**src/rtl/vga_fpga_pkg.sv**
```systemverilog
// Shared definitions for the iCEstick VGA wrapper: sequencer states,
// default timing constants and a counter-width helper.
package vga_fpga_pkg;

  localparam int CLK_HZ      = 25_175_000;
  localparam int DEBOUNCE_MS = 10;

  localparam int DEF_SYNC_STAGES      = 2;
  localparam int DEF_DEBOUNCE_CYCLES  = (CLK_HZ / 1000) * DEBOUNCE_MS;
  localparam int DEF_POR_HOLD_CYCLES  = 1024;
  localparam int DEF_MIN_RESET_CYCLES = 16;

  typedef enum logic [1:0] {
    S_POR     = 2'd0,
    S_RUN     = 2'd1,
    S_BTN     = 2'd2,
    S_STRETCH = 2'd3
  } seq_state_t;

  // Width of a counter that must hold 0..n-1, never narrower than one bit.
  function automatic int cnt_width(input int n);
    return (n <= 2) ? 1 : $clog2(n);
  endfunction

endpackage

```
**src/rtl/btn_debounce.sv**
```systemverilog
// Button synchroniser plus level debouncer. A new level is accepted only
// after it has been seen on every one of DEBOUNCE_CYCLES consecutive samples.
module btn_debounce
  import vga_fpga_pkg::*;
#(
  parameter int SYNC_STAGES     = DEF_SYNC_STAGES,
  parameter int DEBOUNCE_CYCLES = DEF_DEBOUNCE_CYCLES
) (
  input  logic clk,
  input  logic rst,
  input  logic btn_n_raw,
  output logic btn_stable
);

  localparam int CW = cnt_width(DEBOUNCE_CYCLES);
  localparam logic [CW-1:0] CNT_LAST = CW'(DEBOUNCE_CYCLES - 1);

  logic [SYNC_STAGES-1:0] sync_q, sync_d;
  logic                   btn_sync;
  logic                   stable_q, stable_d;
  logic [CW-1:0]          cnt_q, cnt_d;

  assign btn_sync   = sync_q[SYNC_STAGES-1];
  assign btn_stable = stable_q;

  // Shift the asynchronous button level through the synchroniser chain.
  always_comb begin
    sync_d = {sync_q[SYNC_STAGES-2:0], btn_n_raw};
  end

  // Count consecutive disagreeing samples; accept the new level on the last one.
  always_comb begin
    stable_d = stable_q;
    cnt_d    = '0;
    if (btn_sync != stable_q) begin
      if (cnt_q == CNT_LAST) begin
        stable_d = btn_sync;
      end else begin
        cnt_d = cnt_q + CW'(1);
      end
    end
  end

  // Synchroniser, accepted level and debounce counter; released button is 1.
  always_ff @(posedge clk or posedge rst) begin
    if (rst) begin
      sync_q   <= '1;
      stable_q <= 1'b1;
      cnt_q    <= '0;
    end else begin
      sync_q   <= sync_d;
      stable_q <= stable_d;
      cnt_q    <= cnt_d;
    end
  end

endmodule

```
**src/rtl/btn_reset_sequencer.sv**
```systemverilog
// Generates the active-low VGA core reset from PLL lock and the board button:
// power-on hold, debounced button reset with minimum-width stretch, status LED
// and a press counter for bring-up.
module btn_reset_sequencer
  import vga_fpga_pkg::*;
#(
  parameter int SYNC_STAGES      = DEF_SYNC_STAGES,
  parameter int DEBOUNCE_CYCLES  = DEF_DEBOUNCE_CYCLES,
  parameter int POR_HOLD_CYCLES  = DEF_POR_HOLD_CYCLES,
  parameter int MIN_RESET_CYCLES = DEF_MIN_RESET_CYCLES
) (
  input  logic       clk,
  input  logic       rst,
  input  logic       btn_n_raw,
  output logic       rst_n_out,
  output logic       led_active,
  output logic       btn_event,
  output logic [7:0] press_count
);

  localparam int HW = cnt_width(POR_HOLD_CYCLES);
  localparam int SW = cnt_width(MIN_RESET_CYCLES);
  localparam logic [HW-1:0] HOLD_LAST    = HW'(POR_HOLD_CYCLES - 1);
  localparam logic [SW-1:0] STRETCH_LAST = SW'(MIN_RESET_CYCLES - 1);

  logic          btn_stable;
  seq_state_t    state_q, state_d;
  logic [HW-1:0] hold_cnt_q, hold_cnt_d;
  logic [SW-1:0] stretch_cnt_q, stretch_cnt_d;
  logic [7:0]    press_cnt_q, press_cnt_d;
  logic          rst_n_q, rst_n_d;
  logic          led_q, led_d;
  logic          event_q, event_d;
  logic          press_fire;

  btn_debounce #(
    .SYNC_STAGES     (SYNC_STAGES),
    .DEBOUNCE_CYCLES (DEBOUNCE_CYCLES)
  ) u_debounce (
    .clk        (clk),
    .rst        (rst),
    .btn_n_raw  (btn_n_raw),
    .btn_stable (btn_stable)
  );

  assign rst_n_out   = rst_n_q;
  assign led_active  = led_q;
  assign btn_event   = event_q;
  assign press_count = press_cnt_q;

  // State, counters and outputs all move together on the same edge.
  always_ff @(posedge clk or posedge rst) begin
    if (rst) begin
      state_q       <= S_POR;
      hold_cnt_q    <= '0;
      stretch_cnt_q <= '0;
      press_cnt_q   <= '0;
      rst_n_q       <= 1'b0;
      led_q         <= 1'b0;
      event_q       <= 1'b0;
    end else begin
      state_q       <= state_d;
      hold_cnt_q    <= hold_cnt_d;
      stretch_cnt_q <= stretch_cnt_d;
      press_cnt_q   <= press_cnt_d;
      rst_n_q       <= rst_n_d;
      led_q         <= led_d;
      event_q       <= event_d;
    end
  end

  // Next state: power-on hold, then follow the debounced button with a stretch on release.
  always_comb begin
    state_d       = state_q;
    hold_cnt_d    = hold_cnt_q;
    stretch_cnt_d = stretch_cnt_q;
    press_fire    = 1'b0;
    case (state_q)
      S_POR: begin
        if (hold_cnt_q == HOLD_LAST) begin
          hold_cnt_d = '0;
          state_d    = btn_stable ? S_RUN : S_BTN;
        end else begin
          hold_cnt_d = hold_cnt_q + HW'(1);
        end
      end
      S_RUN: begin
        if (!btn_stable) begin
          state_d    = S_BTN;
          press_fire = 1'b1;
        end
      end
      S_BTN: begin
        if (btn_stable) begin
          state_d       = S_STRETCH;
          stretch_cnt_d = '0;
        end
      end
      S_STRETCH: begin
        if (!btn_stable) begin
          state_d       = S_BTN;
          stretch_cnt_d = '0;
        end else if (stretch_cnt_q == STRETCH_LAST) begin
          state_d       = S_RUN;
          stretch_cnt_d = '0;
        end else begin
          stretch_cnt_d = stretch_cnt_q + SW'(1);
        end
      end
      default: begin
        state_d = S_POR;
      end
    endcase
  end

  // Outputs decoded from the upcoming state so they register alongside it.
  always_comb begin
    rst_n_d     = (state_d == S_RUN);
    led_d       = (state_d == S_RUN);
    event_d     = press_fire;
    press_cnt_d = press_fire ? (press_cnt_q + 8'd1) : press_cnt_q;
  end

endmodule

```
**config.mk**
```make
export PLATFORM = sky130hd
export DESIGN_NAME = btn_reset_sequencer
export DESIGN_NICKNAME = d
export VERILOG_FILES = /design/src/rtl/vga_fpga_pkg.sv /design/src/rtl/btn_debounce.sv /design/src/rtl/btn_reset_sequencer.sv
export SDC_FILE = /design/constraint.sdc
export NUM_CORES = 1
export LEC_CHECK = 0
export BUFFER_PORTS_ARGS = -buffer_cell sky130_fd_sc_hd__buf_4
export CAP_MARGIN = 20
export CORE_UTILIZATION = 59
export DETAILED_ROUTE_END_ITERATION = 16
export HOLD_SLACK_MARGIN = 0.02
export MAX_ROUTING_LAYER = met4
export PLACE_DENSITY = 0.84
export SYNTH_ARGS = -nofsm -noshare
export SYNTH_HDL_FRONTEND = slang
export SYNTH_SLANG_ARGS = --single-unit
```
**constraint.sdc**
```tcl
create_clock -name clk -period 2.15 [get_ports clk]
set_input_delay 0.43 -clock clk [delete_from_list [all_inputs] [get_ports clk]]
set_output_delay 0.43 -clock clk [all_outputs]
set_load 0.005 [all_outputs]
```
* Yosys cells after proc, flatten, opt, wreduce, memory -nomap -nowiden
Index checks and enable logic that the tools add are counted.
** Cells by class
- Add/sub/neg operators :: 4
- Multipliers :: 0
- Divide/modulo/power cells :: 0
- $lt $le $gt $ge :: 0
- Equality and inequality tests :: 9
- Shift operators :: 0
- Mux-type cells :: 16
- Bitwise logic cells :: 0
- Reductions and logical operators :: 4
** Operators with widths (count)
- two-way mux 18 bit :: 2
- adder 18 x 1 -> 18 bit (second input constant) :: 1
- == test 18 bit (second input constant) :: 1
- two-way mux 2 bit :: 6
- two-way mux 4 bit :: 3
- adder 10 x 1 -> 10 bit (second input constant) :: 1
- == test 10 bit (second input constant) :: 1
- two-way mux 10 bit :: 1
- adder 8 x 1 -> 8 bit (second input constant) :: 1
- one-hot mux 2 bit (4 select lines) :: 1
- one-hot mux 4 bit (2 select lines) :: 1
- adder 4 x 1 -> 4 bit (second input constant) :: 1
- == test 2 x 1 -> 1 bit (second input constant) :: 2
- == test 2 bit (second input constant) :: 2
- == test 4 bit (second input constant) :: 1
- AND reduction 2 bit :: 2
- logical NOT 2 bit :: 1
- two-way mux 1 bit :: 2
- != test 2 x 1 -> 1 bit (second input constant) :: 1
- nonzero test 2 bit :: 1
- != test 1 bit :: 1
** Word-level totals
- Register bits :: 47
- Bits in latches :: 0
- Bits in writable memories :: 0
- ROM bits :: 0
- Input port bits :: 3
- Output and inout bits :: 11
- Word-level logic and storage cells :: 42
- Memories kept :: 0

* Longest topological paths before layout
Gate-level depths: netlist (run 1).
- Word-level depth :: 5
- Gate-level depth with buffers :: 7
- Mapped depth without buffers :: 6

* Hierarchy
Synthesis (run 1) repeated with hierarchy kept, for this count alone.
** Unflattened totals
- Cell total of the unflattened synthesis :: 215
- Area total of the unflattened synthesis :: 2326.0 sq um
** Modules (own cells, without submodules)
- btn_reset_sequencer :: times used 1, cells each 114, area an instance 1258.7 sq um, sequential area each 650.6 sq um
- btn_debounce :: times used 1, cells each 101, area an instance 1067.3 sq um, sequential area each 529.3 sq um

* Worst setup path after synthesis (run 1)
No wires, ideal clock.
- Path type :: register to register
- Start :: reg u_debounce.cnt_q[1]
- End :: reg u_debounce.cnt_q[10]
- Library setup time :: 121 ps
- Arrival time :: 1513 ps
- Required time :: 2029 ps
- Slack :: 516 ps
- Stages on the path, launching flop included :: 8
- Buffers on the path :: 1
- Period minus slack after synthesis :: 1634 ps
- Cells stage by stage :: dfrtp_1 > inv_1 > ha_1 > nor4bb_1 > nand4_1 > o21ai_2 > buf_2 > nor2_1
** Between the ends
- Cells in the longest elaborated chain, start to end :: 3
- Elaborated cells on any way between the ends :: 4
- Those cells by class :: add/sub (1); eq/ne (1); mux (2)
** Ends and longest elaborated chain
- start, declared :: RTL line btn_debounce.sv:21 : logic [CW-1:0] cnt_q, cnt_d;
- start signal, assigned :: RTL line btn_debounce.sv:53 : cnt_q <= cnt_d;
- adder 18 x 1 -> 18 bit or == test 18 bit (tied branches) :: RTL line btn_debounce.sv:39, btn_debounce.sv:36
- two-way mux 18 bit * :: RTL line btn_debounce.sv:36 : if (cnt_q == CNT_LAST) begin
- two-way mux 18 bit * :: RTL line btn_debounce.sv:35 : if (btn_sync != stable_q) begin
- net u_debounce.cnt_d[10] :: RTL line btn_debounce.sv:21
The timed path passes the listed nets; every way through them passes the cells marked *.
A chain may end at the register's enable or synchronous reset.

* Worst setup path after layout (run 1)
- Start :: reg u_debounce.cnt_q[1]
- End :: reg u_debounce.cnt_q[16]
The elaborated chain is that of the path after synthesis.

==> flow_summary.ini, run 1 <==
[clock_tree]
cts_buffers = 5
hold_buffers = 0
cts_tree = yes
cts_num_sinks = 47
cts_buffer_depth = 2
post-cts-setup-buffers = 0
path_clk_slew_ns = 0.08
h-tree-depth = 2
clockRootBuffer = clkbuf_8
postCtsResizedCells = 0
clock_latency_ns = 0.29

[logic_synthesis]
synthFlopType = dfrtp_1
ys_warn_count = 0
synthTopCellsByArea = dfrtp_1 (49%), xnor2_1 (7.0%), xor2_1 (3.9%)
postSynthAreaPerCell_um2 = 10.43
synth_top_area_frac = 0.4911
synthesis.area_um2 = 2242
ys_seq_area_frac = 0.5262
ys_ff_latch = 47
synth_async_sr_flop_share = 1.000
syn_inst = 215
syn-num-nets = 223
synth.most_common_cell = dfrtp_1
synth_common_cells = dfrtp_1 (44), nor2_1 (23), xnor2_1 (18)
synth_edf_count = 0
yosysUniqueCellTypes = 38
yosysTopAreaCell = dfrtp_1

[timing]
tightestPinTransition_ns = 0.6533
setup_tns_ns = 0
report.final.hold_viol_count = 0
setup_viol = 0
min_period_ns = 1.735
drv_slew = 0
rsz0062_at_grt = false
fmax_mhz = 576.5
skew_ns = 0.008490
post-route-period-util = 0.8068
slew_headroom = 0.5586

[floorplanning]
die_area_um2 = 4051
num_rows = 22
die_h_um = 63.65
initial_core_util = 0.6124
die_w_um = 63.65
coreArea_um2 = 3661
ios = 14

[layout]
antennaDiodeCount = 0
final_net_count = 239
area_growth_pct = 10.94
drive_above_1_share = 0.1638
num-fill-cells = 274

[detailed_routing]
drc = 0
drt_iter0_drc = 113
ant_nets = 0
routedWlPerCell_um = 13.02
drt-total-wl_um = 3645
vias = 1568
viasPerCell = 5.600
dr.pass1.iters = 4

[worst_setup_path]
r2r_end = u_debounce.cnt_q[16]
start_kind = flop
path_max_fanout = 7
reg2reg_slack_ns = 0.42
critical_path_required_ns = 2.33
cp-end-kind = flop
arrival_ns = 1.92
r2r_start = u_debounce.cnt_q[1]
setup.worst_path.class = flop to flop
rr_worst_depth = 7

[pwr]
peakVddDrop_uv = 461.4
power.total_mw = 1.472
p_leak_nw = 1.111
power.density_nw_per_um2 = 592.0

[placed_design]
finalWeightedCongestion = 0.8641
hpwl_um = 2624
port_buffers = 13

[global_route]
grt_util_all_layers = 0.2209
grt_pass1_vias = 1458
grt_max_degree = 20
grt_pass1_wl_um = 6699
antenna_found_initial = 0
grt.overflow.total = 0

[outcome]
outcome = completed

[job]
max_cap_viol_count = 0

[hold_path]
hp-class = primary input to asynchronous set/reset pin
per-stage QoR:
step	setup slack [ns]	std cells	utilization	hold WS, ns	area [µm²]
2_1_floorplan	0.5157	215	-	0.3452	2242
3_3_place_gp	0.4675	272	0.6545	0.3465	2396
3_5_place_dp	0.3983	272	0.6545	0.3470	2396
4_1_cts	0.3828	280	0.6794	0.06104	2487
5_1_grt	0.1837	280	0.6794	0.07460	2487
6_report	0.4155	280	0.6794	0.05731	2487
metal layers:
| layer | GRT usage | vias up | share of wire |
|---|---|---|---|
| met3 | 0.04891 | 6 | 0.031 |
| li1 | - | 799 | - |
| met2 | 0.3152 | 25 | 0.45 |
| met5 | - | - | 0 |
| met1 | 0.3127 | 738 | 0.50 |
| met4 | 0.07386 | 0 | 0.014 |
worst max path at each step:
stage / from / endpoint / slack [ns] / cells after the start
2_1_floorplan: u_debounce.cnt_q[1] / u_debounce.cnt_q[10] / 0.52 / 7
3_3_place_gp: u_debounce.cnt_q[7] / u_debounce.cnt_q[17] / 0.47 / 4
3_5_place_dp: u_debounce.cnt_q[1] / u_debounce.cnt_q[16] / 0.40 / 7
4_1_cts: u_debounce.cnt_q[1] / u_debounce.cnt_q[16] / 0.38 / 7
5_1_grt: state_q[1] / hold_cnt_q[9] / 0.18 / 4
6_report: u_debounce.cnt_q[1] / u_debounce.cnt_q[16] / 0.42 / 7
flip-flops by register name (all words and copies together), names as in the netlist:
register               cells
led_active                 1
stretch_cnt_q              4
u_debounce.sync_q          2
press_count                8
btn_event                  1
u_debounce.cnt_q          18
state_q                    2
hold_cnt_q                10
u_debounce.btn_stable      1
logic make-up after synthesis:
family          Yosys count  synth area share
mux                       3           0.01451
xor+xnor                 28            0.1094
simple gates             95            0.2321
compound gates           22           0.06139
fa+ha+maj                 5           0.02790
flops                    47            0.5262
buf+inv                  15           0.02846
worst max-delay path, stage by stage, from the launching register on:
cell and delay, ns:
dfrtp_1 0.42, inv_1 0.07, ha_1 0.12, nor4bb_1 0.28, nand4_1 0.17, o21ai_2 0.31, buf_4 0.20, nor2_1 0.05
placed cells by master, fill, tap and decap left out, drive strengths merged, types with 4 or more instances in the layout:
cell type and instances:
dfrtp 44, nor2 23, xnor2 18, buf 18, nand3 17, nand2 15
nand4 12, o21ai 11, xor2 10, clkbuf 7, nor4 6, inv 6
ha 5, and3 5, and4 4, a21oi 4
power breakdown:
group	switching, mW	total, mW	internal, mW
logic	0.0270	0.0404	0.0134
clock network	0.274	0.534	0.259
registers	0.00739	0.899	0.891
final cells by class:
| type | instances | area, µm² | share of cell area |
|---|---|---|---|
| repair buffers | 18 | 135.1 | 0.05433 |
| clock buffers | 7 | 86.33 | 0.03471 |
| multi-input cells | 153 | 998.5 | 0.4014 |
| inverters | 6 | 22.52 | 0.009054 |
| well taps | 48 | 60.06 | 0.02414 |
| clock inverters | 1 | 5.005 | 0.002012 |
| flip-flops and latches | 47 | 1180 | 0.4743 |
No activity file was read; power rests on OpenSTA's default activity.
==> run 2, diff against run 1 <==
clock period = 1.6 ns   (was 2.15 ns; I/O delays follow)
==> flow_summary.ini, run 2 (synthesis results as in run 1) <==
[outcome]
violations = negative setup slack
outcome = complete, but fails checks

[pwr]
clkPwrFrac = 0.373
swShare = 0.2054
p_leak_nw = 1.217
seqPwrFrac = 0.590
switchingPower_mw = 0.4202
power.total_mw = 2.045
power.density_nw_per_um2 = 756.0
power.internal_mw = 1.625
p_comb_frac = 0.037
peakVddDrop_uv = 589.8

[timing]
setup_viol = 3
skew_ns = 0.007868
setup_tns_ns = -0.04166
rsz0062_at_grt = true
post-route-period-util = 1.017
tightestPinTransition_ns = 0.4511
fmax_mhz = 614.4
report.final.hold_viol_count = 0
slew_headroom = 0.6961
layout_setup_ws_ns = -0.02768
min_period_ns = 1.628
drv_slew = 0

[placed_design]
port_buffers = 13
finalWeightedCongestion = 0.8530
hpwl_um = 2962

[floorplanning]
initial_core_util = 0.6124
ios = 14
die_h_um = 63.65
die_w_um = 63.65
coreArea_um2 = 3661
num_rows = 22
die_area_um2 = 4051

[global_route]
antenna_found_initial = 0
grt_util_all_layers = 0.2472
grt_pass1_wl_um = 7445
grt_pass1_vias = 1690
grt.overflow.total = 0
grt_max_degree = 32

[worst_setup_path]
crit_start = u_debounce.cnt_q[4]
start_kind = flop
critical_path_required_ns = 1.82
arrival_ns = 1.85
crit_chain = nand3_2 > or4_4 > or3_1 > a21oi_1
slowest_stage = or4_4
r2r_end = u_debounce.cnt_q[17]
cp-end-kind = flop
rr_worst_depth = 4
r2r_start = u_debounce.cnt_q[4]
crit_path_max_incr_delay_ns = 0.50
setup.worst_path.class = flop to flop
cp_top_family = simple AND/OR/NAND/NOR gates
cp_num_buf_inv = 0
path_max_fanout = 4
crit_cells = 4
critPathCapture = u_debounce.cnt_q[17]
reg2reg_slack_ns = -0.03

[detailed_routing]
drt_iter0_drc = 118
drt-total-wl_um = 4267
dr.pass1.iters = 4
vias = 1673
ant_nets = 0
drc = 0
viasPerCell = 5.671
routedWlPerCell_um = 14.46

[hold_path]
hp-class = primary input to flop

[layout]
mostFrequentLayoutCell = dfrtp_1
mostFrequentLayoutCells = dfrtp_1 (43), buf_4 (29), nor2_1 (22), xnor2_1 (18), nand3_1 (15)
final_net_count = 254
regMostFlops = u_debounce.cnt_q
drive_above_1_share = 0.2551
antennaDiodeCount = 0
largest_reg_flops = 18
area_growth_pct = 20.65

[job]
max_cap_viol_count = 0

[clock_tree]
h-tree-depth = 2
path_clk_slew_ns = 0.08
cts_buffers = 5
cts_num_sinks = 47
clockRootBuffer = clkbuf_8
clock_latency_ns = 0.29
cts_buffer_depth = 2
cts_tree = yes
[run 2: per-layer routing]
layer | share of wire | global-route usage | vias up
li1 | - | - | 818
met1 | 0.44 | 0.3143 | 817
met2 | 0.51 | 0.3843 | 31
met3 | 0.031 | 0.05254 | 7
met4 | 0.015 | 0.1023 | 0
met5 | 0 | - | -
[run 2: worst reg2reg max path: stages (launching register included)]
cell and delay [ns]:
dfrtp_1 0.47, nand3_2 0.12, or4_4 0.50, or3_1 0.33, a21oi_1 0.13
[run 2: stage by stage]
| stage | setup slack [ns] | area, µm² | std cells | utilization | hold slack [ns] |
|---|---|---|---|---|---|
| 3_5_place_dp | -0.05734 | 2506 | 285 | 0.6846 | 0.3204 |
| 4_1_cts | -0.01671 | 2631 | 294 | 0.7187 | 0.1250 |
| 6_report | -0.02768 | 2705 | 295 | 0.7389 | 0.1298 |
| 3_3_place_gp | 0.02796 | 2506 | 285 | 0.6846 | 0.3180 |
| 2_1_floorplan | 0.009288 | 2247 | 215 | - | 0.3245 |
| 5_1_grt | -0.1169 | 2705 | 295 | 0.7389 | 0.1172 |
[run 2: what timing repair did]
action / in CTS / in global routing
endpoints found under the hold margin: 15 / 0
gates resized for setup: 3 / 14
endpoints found under the setup margin: 2 / 27
hold buffers: 1 / 0
pin swaps: 2 / 5
setup buffers: 0 / 1
[run 2: cell type report]
type                       instances  area [µm²]
clock buffer                       8       100.1
inverter                           6       22.52
fill                             235       955.9
timing repair buffer              33       270.3
sequential                        47        1181
multi-input combinational        153        1071
tap                               48       60.06
[run 2: worst min path at each step]
stage	startpoint	end	depth (start not counted)
global placement	rst	press_count[7]	2
global route	btn_n_raw	u_debounce.sync_q[0]	1
finish	btn_n_raw	u_debounce.sync_q[0]	1
detailed placement	rst	btn_event	2
CTS	btn_n_raw	u_debounce.sync_q[0]	1
floorplan	btn_n_raw	u_debounce.sync_q[0]	0
[run 2: power groups by stage]
stage | clock, mW | sequential, mW | combinational, mW
finish | 0.762 | 1.21 | 0.0760
global route | 0.826 | 1.21 | 0.0861
CTS | 0.783 | 1.21 | 0.0727
detailed placement | 0 | 1.23 | 0.0700
global placement | 0 | 1.23 | 0.0678
floorplan | 0 | 1.23 | 0.0368
==> run 3, diff against run 2 <==
CELL_PAD_IN_SITES_DETAIL_PLACEMENT = 1   (was not set)
CELL_PAD_IN_SITES_GLOBAL_PLACEMENT = 1   (was not set)
CORE_UTILIZATION = 47   (was 59)
==> flow_summary.ini, run 3 (synthesis results as in run 1) <==
[outcome]
outcome = complete, but fails checks
violations = negative setup slack

[timing]
layout_setup_ws_ns = -0.04345
rsz0062_at_grt = true
setup_viol = 18
fmax_mhz = 608.5
slew_headroom = 0.6580
drv_slew = 0
post-route-period-util = 1.027
min_period_ns = 1.643
setup_tns_ns = -0.3496
tightestPinTransition_ns = 0.5077
report.final.hold_viol_count = 0
whs_ns = 0.05139
skew_ns = 0.005419

[clock_tree]
clockRootBuffer = clkbuf_8
cts_buffer_depth = 2
clock_latency_ns = 0.31
cts_buffers = 5
cts_num_sinks = 47
hold_buffers = 0
path_clk_slew_ns = 0.08
cts_tree = yes
h-tree-depth = 2

[global_route]
antenna_found_initial = 0
grt.overflow.total = 0
grt_pass1_wl_um = 8949
grt_util_all_layers = 0.2400
grt_pass1_vias = 1854
grt_max_degree = 48

[detailed_routing]
vias = 1752
viasPerCell = 5.744
highest_layer = met4
routed-wl-met3_um = 135
ant_nets = 0
drc = 0
drt_iter0_drc = 87
m1WireLength_um = 2322
wl_met2_um = 2818
dr.pass1.iters = 4
routedWlPerCell_um = 17.57
drt-total-wl_um = 5359

[worst_setup_path]
crit_path_max_incr_delay_ns = 0.43
reg2reg_slack_ns = -0.04
crit_chain = ha_1 > nor4bb_4 > nand4_1 > nor2_2 > mux2_2
rr_worst_depth = 5
cp-end-kind = flop
critical_path_required_ns = 1.83
arrival_ns = 1.88
path_max_fanout = 4
crit_cells = 5
slowest_stage = dfrtp_1
cp_top_family = simple AND/OR/NAND/NOR gates
start_kind = flop
setup.worst_path.class = flop to flop
cp_num_buf_inv = 0

[layout]
largest_reg_flops = 18
drive_above_1_share = 0.2767
stdcell_count = 305
mostFrequentLayoutCell = dfrtp_1
final_net_count = 260
num-fill-cells = 495
fin_area_um2 = 2766
area_growth_pct = 23.38
utilization = 0.6183
regMostFlops = u_debounce.cnt_q
antennaDiodeCount = 0
seq_area_um2 = 1181
mostFrequentLayoutCells = dfrtp_1 (43), buf_4 (36), nor2_1 (21), xnor2_1 (18)
multi_input_area_um2 = 1067

[placed_design]
port_buffers = 13
hpwl_um = 3367
place_inst = 294
place_area_um2 = 2549
place_ws_ns = -0.09082
finalWeightedCongestion = 0.7872

[hold_path]
hp-class = primary input to asynchronous set/reset pin

[floorplanning]
coreArea_um2 = 4474
die_h_um = 71.07
initial_core_util = 0.5011
die_w_um = 71.07
ios = 14
die_area_um2 = 5051
num_rows = 24

[pwr]
peakVddDrop_uv = 607.7
power.total_mw = 2.202
power.density_nw_per_um2 = 796.0
p_leak_nw = 1.268

[job]
max_cap_viol_count = 0
run 3: changes by cell type in the layout (fill, tap and decap cells not counted), sizes merged:
cell | previous run | this run
buf | 32 | 39
bufinv | 0 | 1
clkbuf | 8 | 6
clkinv | 0 | 1
dlygate4sd3 | 1 | 0
run 3: worst paths after layout:
path	startpoint	end
setup reg to reg	u_debounce.cnt_q[0]	u_debounce.btn_stable
max in group asynchronous	rst	u_debounce.sync_q[0]
hold / removal	rst	btn_event
hold reg to reg	u_debounce.sync_q[0]	u_debounce.sync_q[1]
min in group clk	btn_n_raw	u_debounce.sync_q[0]
setup / recovery	u_debounce.cnt_q[0]	u_debounce.btn_stable
run 3: final cells by class:
| class | instances | area share |
|---|---|---|
| clock buffer | 6 | 0.02985 |
| clock inverter | 2 | 0.01266 |
| multi-input combinational | 153 | 0.3858 |
| sequential | 47 | 0.4270 |
| inverter | 6 | 0.008141 |
| timing repair buffer | 39 | 0.1131 |
| tap | 52 | 0.02352 |
run 3: power breakdown:
group	internal (mW)	switching (mW)	total, mW
logic	0.0386	0.0489	0.0876
registers	1.20	0.00917	1.21
clock network	0.506	0.402	0.908
total	1.74	0.460	2.20
run 3: per-layer routing:
| layer | vias to the layer above | track usage |
|---|---|---|
| met5 | - | - |
| met4 | 0 | 0.07333 |
| met3 | 8 | 0.04843 |
| met2 | 30 | 0.3964 |
| met1 | 884 | 0.2991 |
| li1 | 830 | - |
run 3: worst register-to-register path, stage by stage, from the launching register on:
cell and delay, ns:
dfrtp_1 0.43, ha_1 0.18, nor4bb_4 0.19, nand4_1 0.22
nor2_2 0.20, mux2_2 0.36
run 3: repair_timing:
item,CTS,global route
gates resized for setup,6,10
buffers inserted,3,0
pin swaps,4,4
endpoints found under the setup margin,18,21
cloned,0,0
